==> src/rtl/scoreboard_stall_unit.sv <==
// Decode-stage stall scoreboard for multi-cycle producers.
// Each register has a down-counter that holds the number of cycles left
// before its result can be forwarded. An instruction that reads a register
// whose counter is still nonzero is held in decode.
// Optional build macro: SCOREBOARD_STALL_CNT_EN adds a saturating
// stalled-cycle performance counter on stall_cycles.
module scoreboard_stall_unit #(
   parameter int unsigned NREG = 16,
   parameter int unsigned RW   = 4,
   parameter int unsigned LW   = 3,
   parameter int unsigned SCW  = 16
) (
   input  logic            clk,
   input  logic            rst_n,
   input  logic            issue_valid,
   input  logic [RW-1:0]   issue_dest,
   input  logic [LW-1:0]   issue_lat,
   input  logic [RW-1:0]   src_a,
   input  logic [RW-1:0]   src_b,
   input  logic            src_a_used,
   input  logic            src_b_used,
   input  logic            wb_valid,
   input  logic [RW-1:0]   wb_dest,
   input  logic            flush,
   output logic            stall,
   output logic [NREG-1:0] pending,
   output logic [SCW-1:0]  stall_cycles
);

   logic [LW-1:0] cnt_q [NREG];
   logic [LW-1:0] cnt_d [NREG];
   logic          hit_a;
   logic          hit_b;
   logic          accept;

   // Busy vector straight from the registered counters.
   always_comb begin
      pending = '0;
      for (int i = 0; i < NREG; i++) begin
         pending[i] = (cnt_q[i] != '0);
      end
   end

   assign hit_a  = src_a_used & (src_a != '0) & pending[src_a];
   assign hit_b  = src_b_used & (src_b != '0) & pending[src_b];
   assign stall  = ~flush & (hit_a | hit_b);
   assign accept = issue_valid & ~stall & ~flush;

   // Next counter value: new producer beats early clear, which beats decrement.
   always_comb begin
      for (int i = 0; i < NREG; i++) begin
         cnt_d[i] = cnt_q[i];
         if (i == 0) begin
            cnt_d[i] = '0;
         end else if (accept && (issue_lat != '0) && (issue_dest == RW'(i))) begin
            cnt_d[i] = issue_lat;
         end else if (wb_valid && (wb_dest == RW'(i))) begin
            cnt_d[i] = '0;
         end else if (cnt_q[i] != '0) begin
            cnt_d[i] = cnt_q[i] - LW'(1);
         end
      end
   end

   // Counter state; reset discards every outstanding entry.
   always_ff @(posedge clk or negedge rst_n) begin
      if (!rst_n) begin
         for (int i = 0; i < NREG; i++) begin
            cnt_q[i] <= '0;
         end
      end else begin
         for (int i = 0; i < NREG; i++) begin
            cnt_q[i] <= cnt_d[i];
         end
      end
   end

`ifdef SCOREBOARD_STALL_CNT_EN
   logic [SCW-1:0] sc_q;

   // Saturating count of stalled cycles, cleared only by reset.
   always_ff @(posedge clk or negedge rst_n) begin
      if (!rst_n) begin
         sc_q <= '0;
      end else if (stall && (sc_q != '1)) begin
         sc_q <= sc_q + SCW'(1);
      end
   end

   assign stall_cycles = sc_q;
`else
   assign stall_cycles = '0;
`endif

endmodule
==> config.mk <==
export PLATFORM = sky130hd
export DESIGN_NAME = scoreboard_stall_unit
export DESIGN_NICKNAME = d
export VERILOG_FILES = /design/src/rtl/scoreboard_stall_unit.sv
export SDC_FILE = /design/constraint.sdc
export NUM_CORES = 1
export LEC_CHECK = 0
export ABC_CLOCK_PERIOD_IN_PS = 3000
export CAP_MARGIN = 5
export CORE_UTILIZATION = 45
export DETAILED_ROUTE_END_ITERATION = 12
export PLACE_DENSITY = 0.68
export SETUP_SLACK_MARGIN = 0.02
export SYNTH_ARGS = -nofsm -noshare
export SYNTH_HDL_FRONTEND = slang
export SYNTH_SLANG_ARGS = --single-unit
==> constraint.sdc <==
create_clock -name clk -period 3 [get_ports clk]
set_clock_uncertainty 0.15 [all_clocks]
set_input_delay 0.6 -clock clk [delete_from_list [all_inputs] [get_ports clk]]
set_output_delay 0.6 -clock clk [all_outputs]
set_load 0.03 [all_outputs]
Word-level counts from Yosys, hierarchy flattened
Index checks and enable logic that the tools add are counted.
{"block": "op_classes", "add_sub_neg": 15, "n_mul": 0, "div_mod_pow": 0, "n_lt_le_gt_ge": 2, "n_eq_ne": 30, "n_shift": 0, "n_mux": 49, "bitwise": 10, "reduce_logical": 64}
{"operator": "$mux W3", "count": 45}
{"operator": "$reduce_bool A3 Y1", "count": 31}
{"operator": "$eq A4 B4 Y1 const B", "count": 16}
{"operator": "$sub A3 B1 Y3 const B", "count": 15}
{"operator": "$eq A4 B3 Y1 const B", "count": 8}
{"operator": "$logic_and A1 B1 Y1", "count": 31}
{"operator": "$eq A4 B2 Y1 const B", "count": 4}
{"operator": "$lt A4 B5 Y1 const B", "count": 2}
{"operator": "$bmux W1 S4", "count": 2}
{"operator": "$eq A4 B1 Y1 const B", "count": 2}
{"operator": "$reduce_bool A4 Y1", "count": 2}
{"operator": "$and A1 B1 Y1", "count": 7}
{"operator": "$mux W1", "count": 2}
{"operator": "$not A1 Y1", "count": 2}
{"operator": "$or A1 B1 Y1", "count": 1}
{"block": "word_totals", "reg_bits": 45, "latch_bits": 0, "mem_bits_rw": 0, "romBits": 0, "output_inout_bits": 33, "mem_count": 0}

Longest topological paths before layout
Gate-level depths: netlist of the first run.
{"block": "depth", "depth_word": 12, "depth_mapped": 10, "ltp_nobuf": 8}

Worst setup path before layout of the first run
No wires, ideal clock.
{"block": "synth_timing", "path_type": "register to output", "from": "register cnt_q[27] (netlist name)", "to": "output stall", "t_arrival_ps": 2669, "required_time_ps": 2250, "slack_ps": -419, "stages_incl_launch_ff": 10, "n_path_buf": 2, "path_cell_list": "dfrtp_1 -> inv_1 -> ha_1 -> nand2b_1 -> clkbuf_1 -> nor2_1 -> or4b_1 -> a311o_2 -> buf_12 -> a21oi_1"}
{"block": "synth_between", "elab_chain_cells": 6, "elab_cells_between_ends": 9, "classes_between": "mux (4); bitwise (4); reduce/logical (1)"}
{"element": "start: declaration", "line": "30", "rtl": "logic [LW-1:0] cnt_q [NREG];"}
{"element": "start signal: indexed assignment", "line": "73", "rtl": "cnt_q[i] <= cnt_d[i];"}
{"element": "$reduce_bool A3 Y1 (*)", "line": "40", "rtl": "pending[i] = (cnt_q[i] != '0);"}
{"element": "net pending[6]", "line": "26", "rtl": "output logic [NREG-1:0] pending,"}
{"element": "$bmux W1 S4 (on tied branches)", "line": "44, 45"}
{"element": "$mux W1 (on tied branches)", "line": "44, 45"}
{"element": "$and A1 B1 Y1 (on tied branches)", "line": "44, 45"}
{"element": "$or A1 B1 Y1 (*)", "line": "46", "rtl": "assign stall = ~flush & (hit_a | hit_b);"}
{"element": "$and A1 B1 Y1 (*)", "line": "46"}
{"element": "end: declaration", "line": "25", "rtl": "output logic stall,"}
The timed path passes the listed nets; every way through them passes the cells marked *. The select of a mux whose other input is x is not followed.

Worst setup path in the final report of the first run
{"block": "layout_timing", "from": "register cnt_q[40] (netlist name)", "to": "output stall"}
{"block": "layout_between", "elab_chain_cells": 6, "elab_cells_between_ends": 9, "classes_between": "mux (4); bitwise (4); reduce/logical (1)"}
{"element": "$reduce_bool A3 Y1 (*)", "line": "40"}
{"element": "$bmux W1 S4 (on tied branches)", "line": "44, 45"}
{"element": "$mux W1 (on tied branches)", "line": "44, 45"}
{"element": "$and A1 B1 Y1 (on tied branches)", "line": "44, 45"}
{"element": "$or A1 B1 Y1 (*)", "line": "46"}
{"element": "$and A1 B1 Y1 (*)", "line": "46"}
Mark *: on every way between the ends. The rest lies on a longest branch, timed or not. The select of a mux whose other input is x is not followed.

==> results of run 1 <==
-- layer usage --
metal  share of wire  wire, µm
met4           0.014       144
met5               0         0
met1            0.45      4550
met2            0.48      4840
met3           0.047       473
-- through the flow --
| stage | area [µm²] | std cells | hold WS [ns] | setup WS, ns | util |
|---|---|---|---|---|---|
| floorplan | 4080 | 436 | 0.154 | 0.0233 | - |
| global placement | 4670 | 584 | 0.434 | -0.314 | 0.538 |
| detailed placement | 4670 | 584 | 0.441 | -0.330 | 0.538 |
| CTS | 5030 | 602 | 0.109 | -0.0299 | 0.580 |
| global route | 5130 | 607 | 0.132 | -0.0570 | 0.592 |
| finish | 5130 | 607 | 0.0942 | 0.0266 | 0.592 |
-- layout by cell type (no fill, tap or decap), drive strengths merged, types with 9 or more instances in the layout --
| master | Yosys | routed |
|---|---|---|
| conb | 1 | 17 |
| mux2i | 17 | 17 |
| and3 | 9 | 9 |
| nand2b | 17 | 17 |
| nand3b | 9 | 9 |
| nand3 | 12 | 12 |
| mux2 | 45 | 45 |
| dfrtp | 45 | 45 |
| clkdlybuf4s50 | 0 | 32 |
| inv | 36 | 36 |
| buf | 22 | 52 |
| ha | 30 | 30 |
| nor2 | 78 | 78 |
| xnor2 | 15 | 15 |
| a211oi | 16 | 16 |
-- cell families (layout without fill, tap and decap cells) --
group / Yosys count / after routing / synth area share
XOR/XNOR: 15 / 15 / 0.0328
AO/OA/AOI/OAI: 34 / 34 / 0.0679
other: 1 / 17 / 0.000937
buffers and inverters: 73 / 136 / 0.0913
adder cells (fa/ha/maj): 30 / 30 / 0.0938
AND/OR/NAND/NOR: 159 / 159 / 0.232
multiplexers: 63 / 63 / 0.200
flip-flops: 45 / 45 / 0.281
-- power breakdown --
group | internal (mW) | switching (mW)
registers | 0.943 | 0.221
clock network | 0.250 | 0.234
logic | 1.83 | 1.50
total | 3.03 | 1.96
-- cell type report --
| cell class | instances | area [µm²] |
|---|---|---|
| inverter | 36 | 135 |
| tap | 108 | 135 |
| clock buffer | 5 | 68.8 |
| multi-input combinational | 318 | 2790 |
| timing repair buffer | 92 | 830 |
| sequential | 45 | 1130 |
| fill | 773 | 3540 |
| clock inverter | 3 | 46.3 |
-- worst paths after layout --
kind,start,to,cells past startpoint
max,cnt_q[40],stall,8
min,rst_n,cnt_q[37],1
max reg2reg,cnt_q[0],cnt_q[44],10
min reg2reg,cnt_q[35],cnt_q[35],3
max in group asynchronous,rst_n,cnt_q[8],2
min in group clk,cnt_q[35],cnt_q[35],3
-- what timing repair did --
action | CTS | global route
gates cloned | 0 | 1
gates resized for setup | 51 | 13
setup buffers | 10 | 4
endpoints found under the setup margin | 25 | 4
pin swaps | 13 | 6
-- worst register-to-register path, stage by stage (launching register included) --
cell       delay [ns]
dfrtp_1          0.41
inv_2            0.09
ha_4             0.15
nand2b_4         0.06
mux4_2           0.50
a2111oi_4        0.29
a311o_2          0.20
buf_4            0.15
buf_4            0.27
nand3_4          0.14
mux2_4           0.32
==> impl_metrics.yaml, run 1 <==
synth:
  synth_cells: 420
  synth_edf_count: 0
  synthTopCellsByCount: "nor2_1, dfrtp_1, inv_1"
  synthTopCellsByArea: "dfrtp_1, mux2_4, ha_1, nor2_1, mux2_2"
  synth_seq_area_share: 0.281
  synth_top_area_frac: 0.281
  avgSynthCellArea_um2: 9.53
  synth_ff_type: "dfrtp_1"
  yosysTopAreaCell: "dfrtp_1"
  ys_ff_latch: 45
  yosys_warnings: 0
  synth.distinct_cells: 46
  ys_async_sr_fraction: 1.00
  synth_area_um2: 4000
  yosysMostFrequentCell: "nor2_1"
clock_network:
  htreeDepth: 2
  clk_pin_slew_worst_paths_ns: 0.09
  numClockSinks: 45
  cts_buffer_depth: 2
  numCtsBuffers: 5
  clock-root-buffer: "clkbuf_8"
  clk_latency_ns: 0.31
  cts_tree: "built"
  cts_hold_buf: 0
global_routing:
  gr-usage-met2: 0.379
  grt_use_total: 0.222
  antenna_found_initial: 0
  busiest_layer: "met2"
  grt_pass1_vias: 3124
  use_met3: 0.0284
  grt_max_degree: 26
  grt_pass1_wl_um: 15400
  gr-total-overflow: 0
  grt.met1_usage: 0.299
timing:
  rsz0062_at_grt: "true"
  worst_slew_pin_slew_ns: 0.798
  hold_viol_final: 0
  finalSetupViolCount: 0
  maxSlewHeadroom: 0.467
  fmax_ghz: 0.336
  period_minus_slack_ns: 2.97
  layout_worst_path_cycle_share: 0.991
  slew_violations: 0
  tns_ns: 0
setup_path:
  worst-path-buf-inv: 2
  cp_slowest_stage_delay_ns: 0.51
  cp_max_fo: 2
  crit_chain: "inv_2, ha_4, nand2b_4, nor2_1, or4b_4, a311o_2, a21oi_4, buf_6"
  r2r_slack_ns: 0.17
  crit_family: "simple AND/OR/NAND/NOR gates"
  cpMaxStageDelayCell: "or4b_4"
  end_kind: "output pin"
  cp-start-kind: "register"
  critPathKind: "reg -> out"
  cp.arrival_ns: 2.22
  required_ns: 2.25
pwr:
  powerDensity_nw_per_um2: 971
  vdd_drop_max_v: 0.000493
  p_leak_nw: 2.35
  p_total_mw: 4.98
worst_hold_path:
  hold_path.class: "in -> async"
floorplanning:
  dieArea_um2: 9270
  start_util: 0.461
  coreArea_um2: 8680
  io_pins: 59
  die_y_um: 96.3
  rows: 34
  die_w_um: 96.3
job:
  max-cap-violations: 0
layout:
  nNetsFinal: 554
  area_delta_synth_final_pct: 28.3
  reg_top3: "cnt_q x45"
  drive_above_1_share: 0.335
  insertedDiodeCount: 0
  regMostFlops: "cnt_q"
  largest_reg_flops: 45
placed_design:
  dpl.hpwl_um: 7370
  io_buffers: 41
  gp_congestion: 0.862
route:
  dr.first_iter.drc_count: 137
  viasPerCell: 5.34
  firstDrtPassIters: 4
  wl_per_cell_um: 16.5
  dr_total_vias: 3243
  drt.antenna.violating_nets: 0
  drt_wl_total_um: 10000
  drc: 0
outcome:
  status: "finished, final reports clean"
No activity file was read; power rests on OpenSTA's default activity.
==> run 2: changes to the inputs <==
--- a/config.mk
+++ b/config.mk
@@ -7,6 +7,7 @@
 export LEC_CHECK = 0
 export ABC_CLOCK_PERIOD_IN_PS = 3000
 export CAP_MARGIN = 5
+export CORE_MARGIN = 2
 export CORE_UTILIZATION = 45
 export DETAILED_ROUTE_END_ITERATION = 12
 export PLACE_DENSITY = 0.68
==> impl_metrics.yaml, run 2 (synthesis gave the netlist of run 1 again) <==
layout:
  largest_reg_flops: 45
  finalCoreUtilization: 0.582
  nNetsFinal: 551
  area_delta_synth_final_pct: 26.2
  fin_cells: 604
  insertedDiodeCount: 0
  layout_commonest_cell: "nor2_1"
  reg_top3: "cnt_q x45"
  drive_above_1_share: 0.315
  mostFrequentLayoutCells: "nor2_1, dfrtp_1, buf_4"
  regMostFlops: "cnt_q"
outcome:
  violations: "negative setup slack"
  status: "finished, violations left"
timing:
  fmax_ghz: 0.332
  hold_viol_final: 0
  finalSetupViolCount: 1
  hold_slack_ns: 0.113
  period_minus_slack_ns: 3.02
  worst_slew_pin_slew_ns: 1.16
  slew_violations: 0
  maxSlewHeadroom: 0.212
  rsz0062_at_grt: "true"
  layout_worst_path_cycle_share: 1.01
  fin_ws_ns: -0.0165
clock_network:
  cts_buffer_depth: 2
  clock-root-buffer: "clkbuf_8"
  numClockSinks: 45
  clk_latency_ns: 0.30
  htreeDepth: 2
  clk_pin_slew_worst_paths_ns: 0.09
  cts_tree: "built"
  numCtsBuffers: 5
global_routing:
  gr-total-overflow: 0
  antenna_found_initial: 0
  grt_use_total: 0.207
  grt_max_degree: 25
  grt_pass1_wl_um: 15900
  grt_pass1_vias: 3134
placed_design:
  gp_congestion: 0.866
  dpl.hpwl_um: 7400
  post-place-ws_ns: -0.337
  io_buffers: 41
  dpl.cell_count: 582
job:
  max-cap-violations: 0
setup_path:
  required_ns: 2.25
  cpMaxStageDelayCell: "or4b_1"
  worst-path-buf-inv: 2
  crit_chain: "inv_2, ha_4, nand2b_4, nor2_2, or4b_1, a311o_2, a21oi_4, buf_6"
  critPathKind: "reg -> out"
  crit_family: "simple AND/OR/NAND/NOR gates"
  cp_max_fo: 2
  r2r_slack_ns: 0.14
  cp_slowest_stage_delay_ns: 0.52
  cp-start-kind: "register"
  r2r_cells: 10
  cp.arrival_ns: 2.27
  rr_endpoint: "cnt_q[27]"
  r2r-start: "cnt_q[4]"
  end_kind: "output pin"
pwr:
  p_total_mw: 4.96
  vdd_drop_max_v: 0.000415
  p_leak_nw: 2.32
  powerDensity_nw_per_um2: 982
route:
  drt.antenna.violating_nets: 0
  drc: 0
  drt_wl_total_um: 9760
  firstDrtPassIters: 4
  dr_total_vias: 3152
  dr.first_iter.drc_count: 201
  viasPerCell: 5.22
  wl_per_cell_um: 16.2
worst_hold_path:
  hold_path.class: "in -> async"
floorplanning:
  rows: 34
  coreArea_um2: 8680
  dieArea_um2: 9660
  io_pins: 59
  die_w_um: 98.3
  start_util: 0.461
  die_y_um: 98.3
-- run 2: cell types whose count changed in the layout (fill, tap and decap cells not counted), moves of 2 or more --
| cell | previous run | this run |
|---|---|---|
| buf_4 | 48 | 45 |
| clkdlybuf4s15_2 | 3 | 0 |
| a21oi_1 | 1 | 3 |
| a21oi_2 | 2 | 0 |
| dlygate4sd2_1 | 2 | 4 |
| nand2b_4 | 5 | 3 |
-- run 2: cell type report --
cell class	instances	area, µm²
Clock buffer	6	82.6
Clock inverter	2	37.5
Fill cell	762	3630
Inverter	36	135
Multi-Input combinational cell	318	2750
Sequential cell	45	1130
Tap cell	108	135
Timing Repair Buffer	89	783
-- run 2: power by group --
| part | total, mW | internal (mW) | switching [mW] |
|---|---|---|---|
| clock | 0.493 | 0.271 | 0.221 |
| sequential | 1.16 | 0.944 | 0.215 |
| combinational | 3.31 | 1.81 | 1.50 |
| total | 4.96 | 3.03 | 1.93 |
-- run 2: worst register-to-register path, cell delays in order (launching register included) --
cell and delay [ns]:
dfrtp_1 0.41, inv_2 0.09, ha_4 0.15, nand2b_2 0.06, mux4_2 0.49, a2111oi_4 0.29, a311o_2 0.21, buf_4 0.16
buf_4 0.28, nand3_4 0.14, mux2_4 0.32
-- run 2: worst max path at each step --
stage,from,endpoint,cells after the start
floorplan,cnt_q[27],stall,9
global placement,src_b[0],cnt_q[19],7
detailed placement,src_b[0],cnt_q[27],7
CTS,cnt_q[16],stall,9
global route,cnt_q[28],stall,8
finish,cnt_q[40],stall,8
-- run 2: through the flow --
stage	cell area (µm²)	TNS [ns]
after global placement	4670	-11.73
after global routing	5050	-0.105
final	5050	-0.0165
after CTS	4980	-0.0388
after floorplan	4080	0
after detailed placement	4670	-12.45
-- run 2: routing by layer --
metal / part of all wire / up-vias / track usage
li1: - / 1549 / -
met1: 0.47 / 1514 / 0.288
met2: 0.48 / 85 / 0.349
met3: 0.049 / 4 / 0.0272
met4: 0.0067 / 0 / 0.0379
met5: 0 / - / 0
-- run 2: timing repair --
item                       4_1_cts  5_1_grt
pin swaps                        9        8
hold buffers                     0        0
gates resized for setup         38       18
setup buffers                   11        3
setup endpoints to repair       25       25
